--- src/rtl/fpu_operand_loader_if.sv ---
// Operand-loader bus: binary32 input stream (valid/ready) plus the converted pair toward the FPU adder.
// Pure wiring, no latency; in_ready is the only backpressure and is driven by the loader.
interface fpu_operand_loader_if;
  logic        in_valid;
  logic        in_ready;
  logic [31:0] in_data;
  logic [31:0] op_A_out;
  logic [31:0] op_B_out;
  logic        op_valid;
  logic        busy;
  logic [3:0]  flags_out;

  modport master (
    output in_valid, in_data,
    input  in_ready, op_A_out, op_B_out, op_valid, busy, flags_out
  );

  modport slave (
    input  in_valid, in_data,
    output in_ready, op_A_out, op_B_out, op_valid, busy, flags_out
  );
endinterface

--- src/rtl/fpu_operand_loader.sv ---
// Converts binary32 A/B word pairs to the team float format and commits them to the adder together.
// Pair commits on the B-accept edge; in_ready then stays low for HOLD_CYCLES cycles while the pair is held.
module fpu_operand_loader #(
  parameter int HOLD_CYCLES = 32
) (
  input logic                  clock,
  input logic                  reset,
  fpu_operand_loader_if.slave  bus
);

  localparam int CNT_W = (HOLD_CYCLES > 1) ? $clog2(HOLD_CYCLES) : 1;
  localparam logic [CNT_W-1:0] CNT_RELOAD = CNT_W'(HOLD_CYCLES - 1);
  localparam logic [CNT_W-1:0] CNT_ONE    = CNT_W'(1);

  localparam logic [1:0] LOAD_A = 2'd0;
  localparam logic [1:0] LOAD_B = 2'd1;
  localparam logic [1:0] HOLD   = 2'd2;

  typedef struct packed {
    logic        over;
    logic        under;
    logic [31:0] val;
  } conv_t;

  // Exponent field 0 is reserved for zero, so the representable binary32 range is e = 97..159.
  function automatic conv_t convert(input logic [31:0] w);
    conv_t       r;
    logic        s;
    logic [7:0]  e;
    logic [22:0] m;
    logic [7:0]  re;
    s       = w[31];
    e       = w[30:23];
    m       = w[22:0];
    re      = e - 8'd96;
    r.over  = 1'b0;
    r.under = 1'b0;
    r.val   = {s, 31'b0};
    if (e == 8'd0) begin
      r.under = (m != 23'd0);
    end else if (e >= 8'd160) begin
      r.over = 1'b1;
      r.val  = {s, 6'h3F, 25'h1FFFFFF};
    end else if (e <= 8'd96) begin
      r.under = 1'b1;
    end else begin
      r.val = {s, re[5:0], m, 2'b00};
    end
    return r;
  endfunction

  logic [1:0]       state_q,    state_d;
  logic [CNT_W-1:0] cnt_q,      cnt_d;
  logic [31:0]      a_shadow_q, a_shadow_d;
  logic [1:0]       a_flags_q,  a_flags_d;
  logic [31:0]      op_a_q,     op_a_d;
  logic [31:0]      op_b_q,     op_b_d;
  logic [3:0]       flags_q,    flags_d;
  logic             op_valid_q, op_valid_d;

  conv_t in_conv;
  logic  in_ready;
  logic  xfer;

  always_comb begin
    in_conv  = convert(bus.in_data);
    in_ready = (state_q == LOAD_A) || (state_q == LOAD_B);
    xfer     = bus.in_valid && in_ready;
  end

  always_comb begin
    state_d    = state_q;
    cnt_d      = cnt_q;
    a_shadow_d = a_shadow_q;
    a_flags_d  = a_flags_q;
    op_a_d     = op_a_q;
    op_b_d     = op_b_q;
    flags_d    = flags_q;
    op_valid_d = 1'b0;
    case (state_q)
      LOAD_A: begin
        if (xfer) begin
          a_shadow_d = in_conv.val;
          a_flags_d  = {in_conv.over, in_conv.under};
          state_d    = LOAD_B;
        end
      end
      LOAD_B: begin
        // Both operands land on the same edge so the adder never sees a mixed pair.
        if (xfer) begin
          op_a_d     = a_shadow_q;
          op_b_d     = in_conv.val;
          flags_d    = {in_conv.over, in_conv.under, a_flags_q};
          op_valid_d = 1'b1;
          cnt_d      = CNT_RELOAD;
          state_d    = HOLD;
        end
      end
      HOLD: begin
        if (cnt_q == '0) begin
          state_d = LOAD_A;
        end else begin
          cnt_d = cnt_q - CNT_ONE;
        end
      end
      default: state_d = LOAD_A;
    endcase
  end

  always_ff @(posedge clock or negedge reset) begin
    if (!reset) begin
      state_q    <= LOAD_A;
      cnt_q      <= '0;
      a_shadow_q <= '0;
      a_flags_q  <= '0;
      op_a_q     <= '0;
      op_b_q     <= '0;
      flags_q    <= '0;
      op_valid_q <= 1'b0;
    end else begin
      state_q    <= state_d;
      cnt_q      <= cnt_d;
      a_shadow_q <= a_shadow_d;
      a_flags_q  <= a_flags_d;
      op_a_q     <= op_a_d;
      op_b_q     <= op_b_d;
      flags_q    <= flags_d;
      op_valid_q <= op_valid_d;
    end
  end

  assign bus.in_ready  = in_ready;
  assign bus.busy      = (state_q == HOLD);
  assign bus.op_A_out  = op_a_q;
  assign bus.op_B_out  = op_b_q;
  assign bus.op_valid  = op_valid_q;
  assign bus.flags_out = flags_q;

endmodule

--- src/flat_wrapper.sv ---
// flat-port wrapper written by rule: the top's interface ports become plain ports
module fpu_operand_loader_flat 
#(
  parameter int HOLD_CYCLES = 32
)
  (clock, reset, bus_in_valid, bus_in_data, bus_in_ready, bus_op_A_out, bus_op_B_out, bus_op_valid, bus_busy, bus_flags_out);
  fpu_operand_loader_if bus_i ();
  input logic clock;
  input logic reset;
  input wire logic [$bits(bus_i.in_valid)-1:0] bus_in_valid;
  input wire logic [$bits(bus_i.in_data)-1:0] bus_in_data;
  output wire logic [$bits(bus_i.in_ready)-1:0] bus_in_ready;
  output wire logic [$bits(bus_i.op_A_out)-1:0] bus_op_A_out;
  output wire logic [$bits(bus_i.op_B_out)-1:0] bus_op_B_out;
  output wire logic [$bits(bus_i.op_valid)-1:0] bus_op_valid;
  output wire logic [$bits(bus_i.busy)-1:0] bus_busy;
  output wire logic [$bits(bus_i.flags_out)-1:0] bus_flags_out;
  assign bus_i.in_valid = bus_in_valid;
  assign bus_i.in_data = bus_in_data;
  assign bus_in_ready = bus_i.in_ready;
  assign bus_op_A_out = bus_i.op_A_out;
  assign bus_op_B_out = bus_i.op_B_out;
  assign bus_op_valid = bus_i.op_valid;
  assign bus_busy = bus_i.busy;
  assign bus_flags_out = bus_i.flags_out;
  fpu_operand_loader #(.HOLD_CYCLES(HOLD_CYCLES)) u_core (.clock(clock), .reset(reset), .bus(bus_i));
endmodule
--- config.mk ---
export PLATFORM = sky130hd
export DESIGN_NAME = fpu_operand_loader_flat
export DESIGN_NICKNAME = d
export VERILOG_FILES = /design/src/rtl/fpu_operand_loader_if.sv /design/src/rtl/fpu_operand_loader.sv /design/src/flat_wrapper.sv
export SDC_FILE = /design/constraint.sdc
export NUM_CORES = 1
export LEC_CHECK = 0
export BUFFER_PORTS_ARGS = -buffer_cell sky130_fd_sc_hd__buf_2
export CAP_MARGIN = 20
export CORE_MARGIN = 2
export CORE_UTILIZATION = 43
export CTS_CLUSTER_SIZE = 20
export DETAILED_ROUTE_END_ITERATION = 10
export HOLD_SLACK_MARGIN = 0.02
export PLACE_DENSITY = 0.66
export SLEW_MARGIN = 20
export SYNTH_ARGS = -nofsm -noshare
export SYNTH_HDL_FRONTEND = slang
export SYNTH_SLANG_ARGS = --single-unit
--- constraint.sdc ---
create_clock -name clock -period 5 [get_ports clock]
set_input_delay 1 -clock clock [delete_from_list [all_inputs] [get_ports clock]]
set_output_delay 1 -clock clock [all_outputs]
set_load 0.01 [all_outputs]
==> results of run 1 <==
[final cells by class]
class	instances	area, sq um
clock buffers	10	127.6
clock inverters	5	35.03
fillers	893	4419
inverters	5	18.77
multi-input cells	295	1413
flip-flops and latches	104	2603
well taps	129	161.4
repair buffers	108	550.5
[kinds of logic after synthesis]
| logic type | count (synthesis) | share of synthesized area |
|---|---|---|
| XOR/XNOR | 1 | 0.002102 |
| buffers and inverters | 35 | 0.04083 |
| flip-flops | 104 | 0.6244 |
| adder cells (fa/ha/maj) | 1 | 0.003002 |
| AND/OR/NAND/NOR | 186 | 0.1834 |
| AO/OA/AOI/OAI | 105 | 0.1408 |
| multiplexers | 2 | 0.005403 |
[worst min-delay path: stages, from the launching register on]
cell	delay (ps)
dfrtp_1	350
nand2_1	50
nand2_1	50
[worst max path at each step]
stage	startpoint	slack, ps	cells after the start	to
after floorplan	bus_in_data[28]	3050	6	u_core.a_shadow_q[10]$_DFFE_PN0P_
after global placement	bus_in_data[30]	2650	5	u_core.bus.op_B_out[2]$_DFFE_PN0P_
after detailed placement	bus_in_data[30]	2590	5	u_core.bus.op_B_out[2]$_DFFE_PN0P_
after CTS	u_core.state_q[0]$_DFFE_PN0P_	2620	2	bus_busy
after global routing	u_core.state_q[0]$_DFFE_PN0P_	2560	2	bus_busy
final	u_core.state_q[0]$_DFFE_PN0P_	2640	2	bus_busy
[flip-flops by register name, summed over array words and instances (netlist names)]
name,cells
u_core.bus.flags_out,3
u_core.bus.op_B_out,31
u_core.a_flags_q,1
u_core.bus.op_valid,1
u_core.state_q,2
u_core.bus.op_A_out,30
u_core.a_shadow_q,31
u_core.cnt_q,5
[cells in the final DEF, fill, tap and decap left out, types with 2 or more instances in the layout]
cell	Yosys	final
buf_2	10	104
dfrtp_1	104	104
nand4_1	2	2
o21a_1	3	3
a31oi_1	2	2
o21ai_0	17	17
clkinvlp_4	0	4
a21oi_1	6	6
o21ai_1	68	68
a21o_1	3	3
nor2_1	3	3
clkbuf_8	0	9
nor3_1	4	4
buf_4	7	4
nand2_1	163	163
inv_2	3	3
nor4_1	5	5
mux2_2	2	2
inv_1	2	2
o31ai_2	2	2
[stage by stage]
step	setup WS (ps)	total power, mW	util	hold slack [ps]	cells
after floorplan	3053	2.002	-	433.1	434
after global placement	2651	2.365	0.5088	445.3	641
after detailed placement	2594	2.393	0.5088	453.4	641
after CTS	2622	2.860	0.5262	477.0	656
after global routing	2564	3.066	0.5262	491.8	656
final	2638	2.820	0.5262	468.8	656
[power breakdown]
part / internal [mW] / switching (mW)
logic: 0.378 / 0.594
registers: 1.20 / 0.193
clock network: 0.178 / 0.280
total: 1.75 / 1.07
[layer usage]
layer  vias to the layer above  global-route usage
met2                        90              0.2715
met3                        10             0.03694
met4                         0             0.07795
met5                         -                   0
met1                      1512              0.2832
li1                       1594                   -
==> results.md, run 1 <==
- # resized after CTS: 0
- Final wirelength: 9437 microns
- Largest net degree at the start of global routing: 96
- Area growth, synth to finish: 17.77%
- CP bufs+invs: 1
- Die Span Y: 102.5 microns
- Flops & latches, synth: 104
- Fmax: 423.3 MHz
- CP Max Fanout: 5
- Setup slack, reg-to-reg: 3270 ps
- Std cell rows: 35
- Clk buf depth: 2
- Synth cell types: 33
- Worst EP arrival: 1360 ps
- Sequential-to-total area share from yosys stat: 0.6244
- CTS tree: yes
- # nets final: 559
- Htree depth: 3
- Post-synth ARST share: 1.000
- Share of cells above drive strength 1: 0.2600
- CP cell instances: nor2b_1 > buf_2
- Die X: 102.5 microns
- Total GRT Usage: 0.1898
- Post-CTS Hold Buffers: 0
- Kind of cell adding the most delay to the critical path: flip-flops
- Worst setup EP type: output port
- Global-route wire length before repair: 15,270 microns
- Hold_sp: u_core.a_shadow_q[2]$_DFFE_PN0P_
- Failing checks: design-rule violations
- WS Path Type: flip-flop to output port
- Initial antenna violation count: 0
- Wire length on met3: 470 microns
- Worst Hold Endpoint: u_core.bus.op_A_out[2]$_DFFE_PN0P_
- Clk sinks: 104
- Top Layer Used: met4
- I/O Buffers: 105
- Via count: 3,206
- Final setup TNS: 0 ps
- Placed cell area: 4746 sq um
- Final period utilization: 0.4725
- Fin. Hold Viols: 0
- Yosys top cell by area: dfrtp_1
- Worst Max-Slew Pin Slew: 942.3 ps
- HPWL Detailed: 6186 microns
- Pleak: 2.534 nW
- Initial core utilization: 0.4468
- Clk_lat worst skew: 370 ps
- CTS Root Cell: clkbuf_8
- Count leader, synth: nand2_1
- Routed len/inst: 14.39 microns
- Synth top area cells: dfrtp_1, nand2_1, o21ai_1, o21ai_0, buf_4
- FF-to-FF Start: u_core.cnt_q[0]$_DFFE_PN0P_
- Antenna fix cells: 0
- Status: complete, but fails checks
- Routed wl met2: 4278 microns
- DIE AREA: 10,500 sq um
- Cell Pwr Density: 574.5 nW/um^2
- Routed Antenna Nets: 0
- Delay of the slowest critical-path stage: 460 ps
- Cts bufs inserted: 9
- Yosys warning count: 0
- Syn Area/Cell: 9.603 sq um
- Mapped Cells: 434
- Met1 wire length: 4568 microns
- Drt pass-1 iters: 8
- Routability Congestion: 0.7806
- R2r endpoint: u_core.cnt_q[2]$_DFFE_PN0P_
- Via density: 4.887
- Main synth FF type: dfrtp_1
- CP Data Required Time: 4000 ps
- Design area: 4908 sq um
- Tightest Hold Check Type: flip-flop to flip-flop
- RSZ-0062 raised after global routing: no
- Vias in the first global route: 2,965
- Worst setup SP type: flip-flop
- Syn nets: 470
- Reg2reg path depth: 6
- Num ports: 106
- Worst-path clk slew: 100 ps
- Post-synth EDFFs: 0
- Final setup fails: 0
- VDD IR-drop max: 0.0004387 V
- Pins Over Slew Limit: 0
- Max-slew headroom: 0.3718
- Drt drc: 1
- Synth top area share: 0.6244
- Hold Path Cell Cnt: 2
- Starting DRT DRC Count: 93
- Synth top cells by count: nand2_1, dfrtp_1, o21ai_1
- Max-capacitance violation count: 0
- Grt ovf: 0
- Synthesized area: 4168 sq um
- Min cycle time layout: 2362 ps
- Clock Skews: 19.71 ps
- Post CTS Setup Buffer Count: 0
- Slowest CP cell: dfrtp_1
- Core Region: 9328 sq um
(Power assumes the default switching activity.)
==> run 2: changes to the inputs <==
--- a/config.mk
+++ b/config.mk
@@ -5,6 +5,7 @@
 export SDC_FILE = /design/constraint.sdc
 export NUM_CORES = 1
 export LEC_CHECK = 0
+export ABC_AREA = 1
 export BUFFER_PORTS_ARGS = -buffer_cell sky130_fd_sc_hd__buf_2
 export CAP_MARGIN = 20
 export CORE_MARGIN = 2
@@ -12,7 +13,7 @@
 export CTS_CLUSTER_SIZE = 20
 export DETAILED_ROUTE_END_ITERATION = 10
 export HOLD_SLACK_MARGIN = 0.02
-export PLACE_DENSITY = 0.66
+export PLACE_DENSITY = 0.65
 export SLEW_MARGIN = 20
 export SYNTH_ARGS = -nofsm -noshare
 export SYNTH_HDL_FRONTEND = slang
==> constraint.sdc (replaced) <==
create_clock -name clock -period 2.3 [get_ports clock]
set_input_delay 0.46 -clock clock [delete_from_list [all_inputs] [get_ports clock]]
set_output_delay 0.46 -clock clock [all_outputs]
set_load 0.01 [all_outputs]
==> run 2 against run 1 <==
The flow now finishes without violations. Non-clock buffer count increased by 5. Critical endpoint unchanged. Highest routed layer unchanged. Cell count rose by 18%. Global-route usage increased by 0.86 points. Synthesized cell count rose by 25%.
==> results.md, run 2 <==
- Min cycle time layout: 1676 ps
- # resized after CTS: 0 (unchanged)
- Share of cells above drive strength 1: 0.2224 (-0.03757)
- Syn nets: 577 (+23%)
- Area growth, synth to finish: 17.72% (about the same)
- Tightest Hold Check Type: primary input to asynchronous set/reset pin
- Worst-path clk slew: 110 ps (about the same)
- Clk buf depth: 2 (unchanged)
- Global-route wire length before repair: 17,570 microns (+15%)
- Final setup TNS: 0 ps (unchanged)
- Count leader, synth: nand2_1
- Slowest CP cell: dfrtp_1
- Hold WS: 29.51 ps (-439.3 ps)
- Die Span Y: 105.1 microns (+2.6%)
- Cts bufs inserted: 9 (unchanged)
- WS Path Type: flip-flop to output port
- Pins Over Slew Limit: 0 (unchanged)
- I/O Buffers: 105 (unchanged)
- VDD IR-drop max: 0.0004526 V (+3.2%)
- Syn Area/Cell: 8.132 sq um (-15%)
- CP Data Required Time: 1840 ps (-2160 ps)
- Post-CTS Hold Buffers: 0 (unchanged)
- Grt ovf: 0 (unchanged)
- Clock Skews: 10.91 ps (-8.793 ps)
- Mux contribution to synthesized area: 0 (-0.005404)
- Synth cell types: 21 (-36%)
- HPWL Detailed: 7182 microns (+16%)
- Routed Antenna Nets: 0 (unchanged)
- Delay of the slowest critical-path stage: 420 ps (-40 ps)
- Most frequent cells in the layout: nand2_1, buf_2, dfrtp_1
- Sequential-to-total area share from yosys stat: 0.5916 (-0.03286)
- Max-slew headroom: 0.5816 (+0.2097)
- Clk_lat worst skew: 370 ps (about the same)
- Drt pass-1 iters: 5 (-3)
- Die X: 105.1 microns (+2.6%)
- Commonest non-fill, non-tap cell in the layout: nand2_1
- Worst setup EP type: output port
- Worst EP arrival: 1220 ps (-140 ps)
- Fin. Hold Viols: 0 (unchanged)
- Initial core utilization: 0.4460 (-0.0008477)
- Post CTS Setup Buffer Count: 0 (unchanged)
- Flops & latches, synth: 104 (unchanged)
- Fmax: 596.7 MHz
- Num ports: 106 (unchanged)
- Initial antenna violation count: 0 (unchanged)
- Synth top cells by count: nand2_1, dfrtp_1, nor2_1
- Finished Core Util: 0.5250 (-0.001237)
- Pre-CTS setup slack: 508.9 ps (-2085 ps)
- Post-synth EDFFs: 0 (unchanged)
- Worst Max-Slew Pin Slew: 627.6 ps (-314.6 ps)
- # nets final: 674 (+21%)
- Final wirelength: 10,450 microns (+11%)
- Max-capacitance violation count: 0 (unchanged)
- Largest net degree at the start of global routing: 62 (-35%)
- Std cell rows: 36 (+2.9%)
- Complex-gate fraction of the synthesized area: 0.02873 (-0.1121)
- Routability Congestion: 0.9008 (+15%)
- Pleak: 2.975 nW (+17%)
- Routed len/inst: 13.47 microns (-6.4%)
- Final setup fails: 0 (unchanged)
- Via count: 3,725 (+16%)
- Starting DRT DRC Count: 162 (+74%)
- Status: finished, final reports clean
- XOR/XNOR Fraction of Synth Area: 0.001991 (-0.0001106)
- Drt drc: 0 (-1)
- Yosys top cell by area: dfrtp_1
- Htree depth: 3 (unchanged)
- Final WS setup: 624.1 ps (-2014 ps)
- Post-synth ARST share: 1.000 (unchanged)
- Cell Pwr Density: 1264 nW/um^2 (+120%)
- Vias in the first global route: 3,544 (+20%)
- DIE AREA: 11,060 sq um (+5.3%)
- Via density: 4.800 (-1.8%)
- Antenna fix cells: 0 (unchanged)
- Post-Synth Adder-Cell Area: 0.002844 (-0.0001580)
- Post-Synth Simple-Gate Area: 0.3211 (+0.1377)
- CTS Root Cell: clkbuf_8
- Synth top area share: 0.5916 (-0.03286)
- Clk sinks: 104 (unchanged)
- Yosys warning count: 0 (unchanged)
- Core Region: 9864 sq um (+5.8%)
- CP Max Fanout: 4 (-1)
- Synth top area cells: dfrtp_1, nand2_1, nor2_1, buf_4, nor2_2
- Worst setup SP type: flip-flop
- Synthesized area: 4399 sq um (+5.6%)
- Final period utilization: 0.7286
- Main synth FF type: dfrtp_1
- CTS tree: yes
- RSZ-0062 raised after global routing: no
- Mapped Cells: 541 (+25%)
- Largest family of logic cells by synthesized area: simple AND/OR/NAND/NOR gates
- Total GRT Usage: 0.1984 (+0.008630)
- CP cell instances: nor2_1 > buf_2
run 2: cell types whose count changed after synthesis, sizes merged, moves of 3 or more:
cell    delta
inv       +14
clkbuf     -5
o21a       -3
a21oi      -3
nor3       -3
nand2    +129
a21o       -3
nand3      +3
nor4       -6
o21ai     -66
nor2      +63
run 2: area by class of cell:
| cell class | instances | area, sq um |
|---|---|---|
| multi-input combinational | 391 | 1560 |
| clock inverter | 5 | 46.29 |
| sequential | 104 | 2603 |
| inverter | 19 | 71.32 |
| tap | 133 | 166.4 |
| timing repair buffer | 113 | 600.6 |
| clock buffer | 11 | 131.4 |
| fill | 941 | 4686 |
run 2: critical path, delay by kind of cell (launching register included):
family / cells / cell delay, ps
buffers and inverters: 1 / 190
DFF: 1 / 420
and+or+nand+nor: 1 / 250
run 2: cell families after synthesis:
group | after synthesis
and+or+nand+nor | 365
DFF | 104
buffers and inverters | 46
AOI/OAI and AO/OA | 24
xor gates and xnor gates | 1
adders and majority gates | 1
run 2: final timing paths:
path / start / endpoint / slack (ps) / cells after the start
worst max-delay path: u_core.state_q[0]$_DFFE_PN0P_ / bus_busy / 620 / 2
worst min-delay path: reset / u_core.a_shadow_q[12]$_DFFE_PN0P_ / 30 / 1
worst max register to register: u_core.cnt_q[0]$_DFFE_PN0P_ / u_core.cnt_q[2]$_DFFE_PN0P_ / 740 / 7
worst min register to register: u_core.bus.op_A_out[25]$_DFFE_PN0P_ / u_core.bus.op_A_out[25]$_DFFE_PN0P_ / 480 / 2
max in group asynchronous: reset / u_core.bus.op_B_out[22]$_DFFE_PN0P_ / 1640 / 2
min in group clock: bus_in_valid / u_core.state_q[0]$_DFFE_PN0P_ / 310 / 2
run 2: routing by layer:
layer	up-vias	track usage	part of all wire
li1	1829	-	-
met1	1750	0.2771	0.45
met2	124	0.3159	0.47
met3	22	0.02994	0.055
met4	0	0.07048	0.020
met5	-	0	0
run 2: power by group:
group / internal, mW / total [mW] / leakage (nW) / switching (mW)
logic: 0.886 / 2.35 / 1.57 / 1.47
registers: 2.66 / 3.13 / 1.31 / 0.472
clock network: 0.415 / 1.07 / 0.0904 / 0.650
total: 3.96 / 6.54 / 2.97 / 2.59
run 2: metrics by stage:
step / cells / area (sq um) / power [mW]
2_1_floorplan: 541 / 4399 / 4.586
3_3_place_gp: 760 / 5001 / 5.463
3_5_place_dp: 760 / 5001 / 5.544
4_1_cts: 776 / 5179 / 6.617
5_1_grt: 776 / 5179 / 7.080
6_report: 776 / 5179 / 6.544
==> run 3: changes to the inputs <==
--- a/config.mk
+++ b/config.mk
@@ -13,7 +13,7 @@
 export CTS_CLUSTER_SIZE = 20
 export DETAILED_ROUTE_END_ITERATION = 10
 export HOLD_SLACK_MARGIN = 0.02
-export PLACE_DENSITY = 0.65
+export PLACE_DENSITY = 0.68
 export SLEW_MARGIN = 20
 export SYNTH_ARGS = -nofsm -noshare
 export SYNTH_HDL_FRONTEND = slang
==> constraint.sdc (replaced) <==
create_clock -name clock -period 1.5 [get_ports clock]
set_input_delay 0.3 -clock clock [delete_from_list [all_inputs] [get_ports clock]]
set_output_delay 0.3 -clock clock [all_outputs]
set_load 0.01 [all_outputs]
==> run 3 against run 2 <==
Utilization is 1.0 points higher. Combinational power is 60% higher. Power is 54% higher. Clock power is 46% higher. First-iteration DRC count is 7.4% higher. Critical endpoint unchanged. Largest cell class unchanged. Largest power group unchanged.
==> results.md, run 3 (synthesis gave the netlist of run 2 again) <==
- Design area: 5279 sq um (+1.9%)
- Origin of the worst setup path: u_core.state_q[0]$_DFFE_PN0P_
- Std cell rows: 36 (unchanged)
- Max-slew headroom: 0.6214 (+0.03984)
- Min cycle time layout: 1458 ps
- Placed cell area: 5084 sq um (+1.7%)
- CP Max Fanout: 3 (-1)
- Largest net degree at the start of global routing: 105 (+69%)
- Via count: 3,682 (-1.2%)
- # nets final: 682 (+1.2%)
- Worst setup EP type: output port
- Fin. Hold Viols: 0 (unchanged)
- FF-to-FF Start: u_core.cnt_q[0]$_DFFE_PN0P_
- Worst setup SP type: flip-flop
- Die X: 105.1 microns (unchanged)
- Via density: 4.702 (-2.0%)
- Non-filler cells, final: 783 (+0.90%)
- Clk sinks: 104 (unchanged)
- Drt drc: 0 (unchanged)
- Share of cells above drive strength 1: 0.2354 (+0.01299)
- Placed Cells: 766 (+0.79%)
- CTS tree: yes
- Initial core utilization: 0.4460 (unchanged)
- Most frequent cells in the layout: nand2_1, buf_2, dfrtp_1
- Commonest non-fill, non-tap cell in the layout: nand2_1
- Routed len/inst: 13.22 microns (-1.8%)
- Critical path destination: bus_busy
- Max-capacitance violation count: 0 (unchanged)
- Core Region: 9864 sq um (unchanged)
- Pleak: 3.015 nW (+1.4%)
- Worst EP arrival: 1160 ps (-60 ps)
- Drt pass-1 iters: 4 (-1)
- Grt ovf: 0 (unchanged)
- Num ports: 106 (unchanged)
- Area growth, synth to finish: 19.99%
- RSZ-0062 raised after global routing: yes
- R2r endpoint: u_core.cnt_q[3]$_DFFE_PN0P_
- Pre-CTS setup slack: 56.09 ps (-452.8 ps)
- CP Data Required Time: 1200 ps (-640 ps)
- Sequential cell area: 2603 sq um (unchanged)
- Cell Pwr Density: 1914 nW/um^2 (+51%)
- Htree depth: 3 (unchanged)
- Fmax: 686.0 MHz
- Reg2reg path depth: 8 (+1)
- Cts bufs inserted: 9 (unchanged)
- Worst-path clk slew: 90 ps (-20 ps)
- HPWL Detailed: 7098 microns (-1.2%)
- Filler cell count: 960 (+2.0%)
- I/O Buffers: 105 (unchanged)
- Die Span Y: 105.1 microns (unchanged)
- Multi-input logic area: 1569 sq um (+0.56%)
- Vias in the first global route: 3,643 (+2.8%)
- Pins Over Slew Limit: 0 (unchanged)
- Routed Antenna Nets: 0 (unchanged)
- DIE AREA: 11,060 sq um (unchanged)
- Clock Skews: 11.88 ps (+0.9704 ps)
- Clk buf depth: 2 (unchanged)
- Final wirelength: 10,350 microns (-0.92%)
- Worst Max-Slew Pin Slew: 567.9 ps (-59.76 ps)
- Status: finished, final reports clean
- Final WS setup: 42.27 ps (-581.9 ps)
- Setup slack, reg-to-reg: 130 ps (-610 ps)
- WS Path Type: flip-flop to output port
- Final period utilization: 0.9718
- Tightest Hold Check Type: primary input to flip-flop
- Clk_lat worst skew: 360 ps (about the same)
- Starting DRT DRC Count: 174 (+7.4%)
- Routability Congestion: 0.8892 (-1.3%)
- CTS Root Cell: clkbuf_8
- Global-route wire length before repair: 17,530 microns (-0.23%)
- Antenna fix cells: 0 (unchanged)
- Final setup fails: 0 (unchanged)
- VDD IR-drop max: 0.0008339 V (+84%)
- Total GRT Usage: 0.1968 (-0.001580)
- Initial antenna violation count: 0 (unchanged)
==> run 3: cell types whose count changed in the layout (fill, tap and decap cells not counted), sizes merged <==
| cell | previous run | this run |
|---|---|---|
| buf | 113 | 120 |
| clkbuf | 11 | 10 |
| clkinv | 2 | 1 |
| clkinvlp | 0 | 2 |
| dlygate4sd3 | 0 | 1 |
| inv | 22 | 21 |
==> run 3: worst min-delay path by stage <==
stage                      start  cells past startpoint                                  end  slack (ps)
floorplan                  reset                      0      u_core.a_flags_q[0]$_DFFE_PN0P_           4
global placement           reset                      2  u_core.bus.op_A_out[27]$_DFFE_PN0P_         410
detailed placement         reset                      2  u_core.bus.op_A_out[29]$_DFFE_PN0P_         420
CTS                 bus_in_valid                      2        u_core.state_q[0]$_DFFE_PN0P_         170
global route        bus_in_valid                      2        u_core.state_q[0]$_DFFE_PN0P_         190
finish              bus_in_valid                      2        u_core.state_q[0]$_DFFE_PN0P_         190
==> run 3: layout make-up <==
class,count,share of cell area
Clock buffer,10,0.02418
Clock inverter,5,0.007822
Inverter,19,0.01351
Multi-Input combinational cell,391,0.2972
Sequential cell,104,0.4930
Tap cell,133,0.03152
Timing Repair Buffer,121,0.1327
==> run 3: metal layers <==
metal	part of all wire	track usage	wire length, microns
met4	0.015	0.06762	153
met5	0	0	0
met3	0.053	0.03244	546
met1	0.48	0.2817	4922
met2	0.46	0.3047	4730
==> run 3: repair_timing <==
| item | CTS | global route |
|---|---|---|
| hold endpoints to repair | 8 | 0 |
| buffers inserted | 0 | 1 |
| setup endpoints to repair | 0 | 4 |
| resized for setup | 0 | 3 |
| hold buffers | 1 | 0 |
==> run 3: metrics by stage <==
| step | setup TNS, ps | util | power (mW) | hold slack, ps |
|---|---|---|---|---|
| after floorplan | 0 | - | 7.032 | 4.409 |
| after global placement | 0 | 0.5153 | 8.496 | 410.4 |
| after detailed placement | 0 | 0.5153 | 8.616 | 416.2 |
| after CTS | 0 | 0.5335 | 10.21 | 174.7 |
| after global routing | -27.05 | 0.5351 | 10.98 | 185.1 |
| final | 0 | 0.5351 | 10.11 | 189.2 |
==> run 3: critical path, cell delays in order (launching register included) <==
cell and delay (ps):
dfrtp_1 420, nor2_2 140, buf_4 130, buf_2 120
==> run 3: power breakdown <==
part | internal (mW) | switching [mW]
Combinational | 1.48 | 2.26
Clock | 0.611 | 0.946
Sequential | 4.07 | 0.727
Total | 6.17 | 3.94
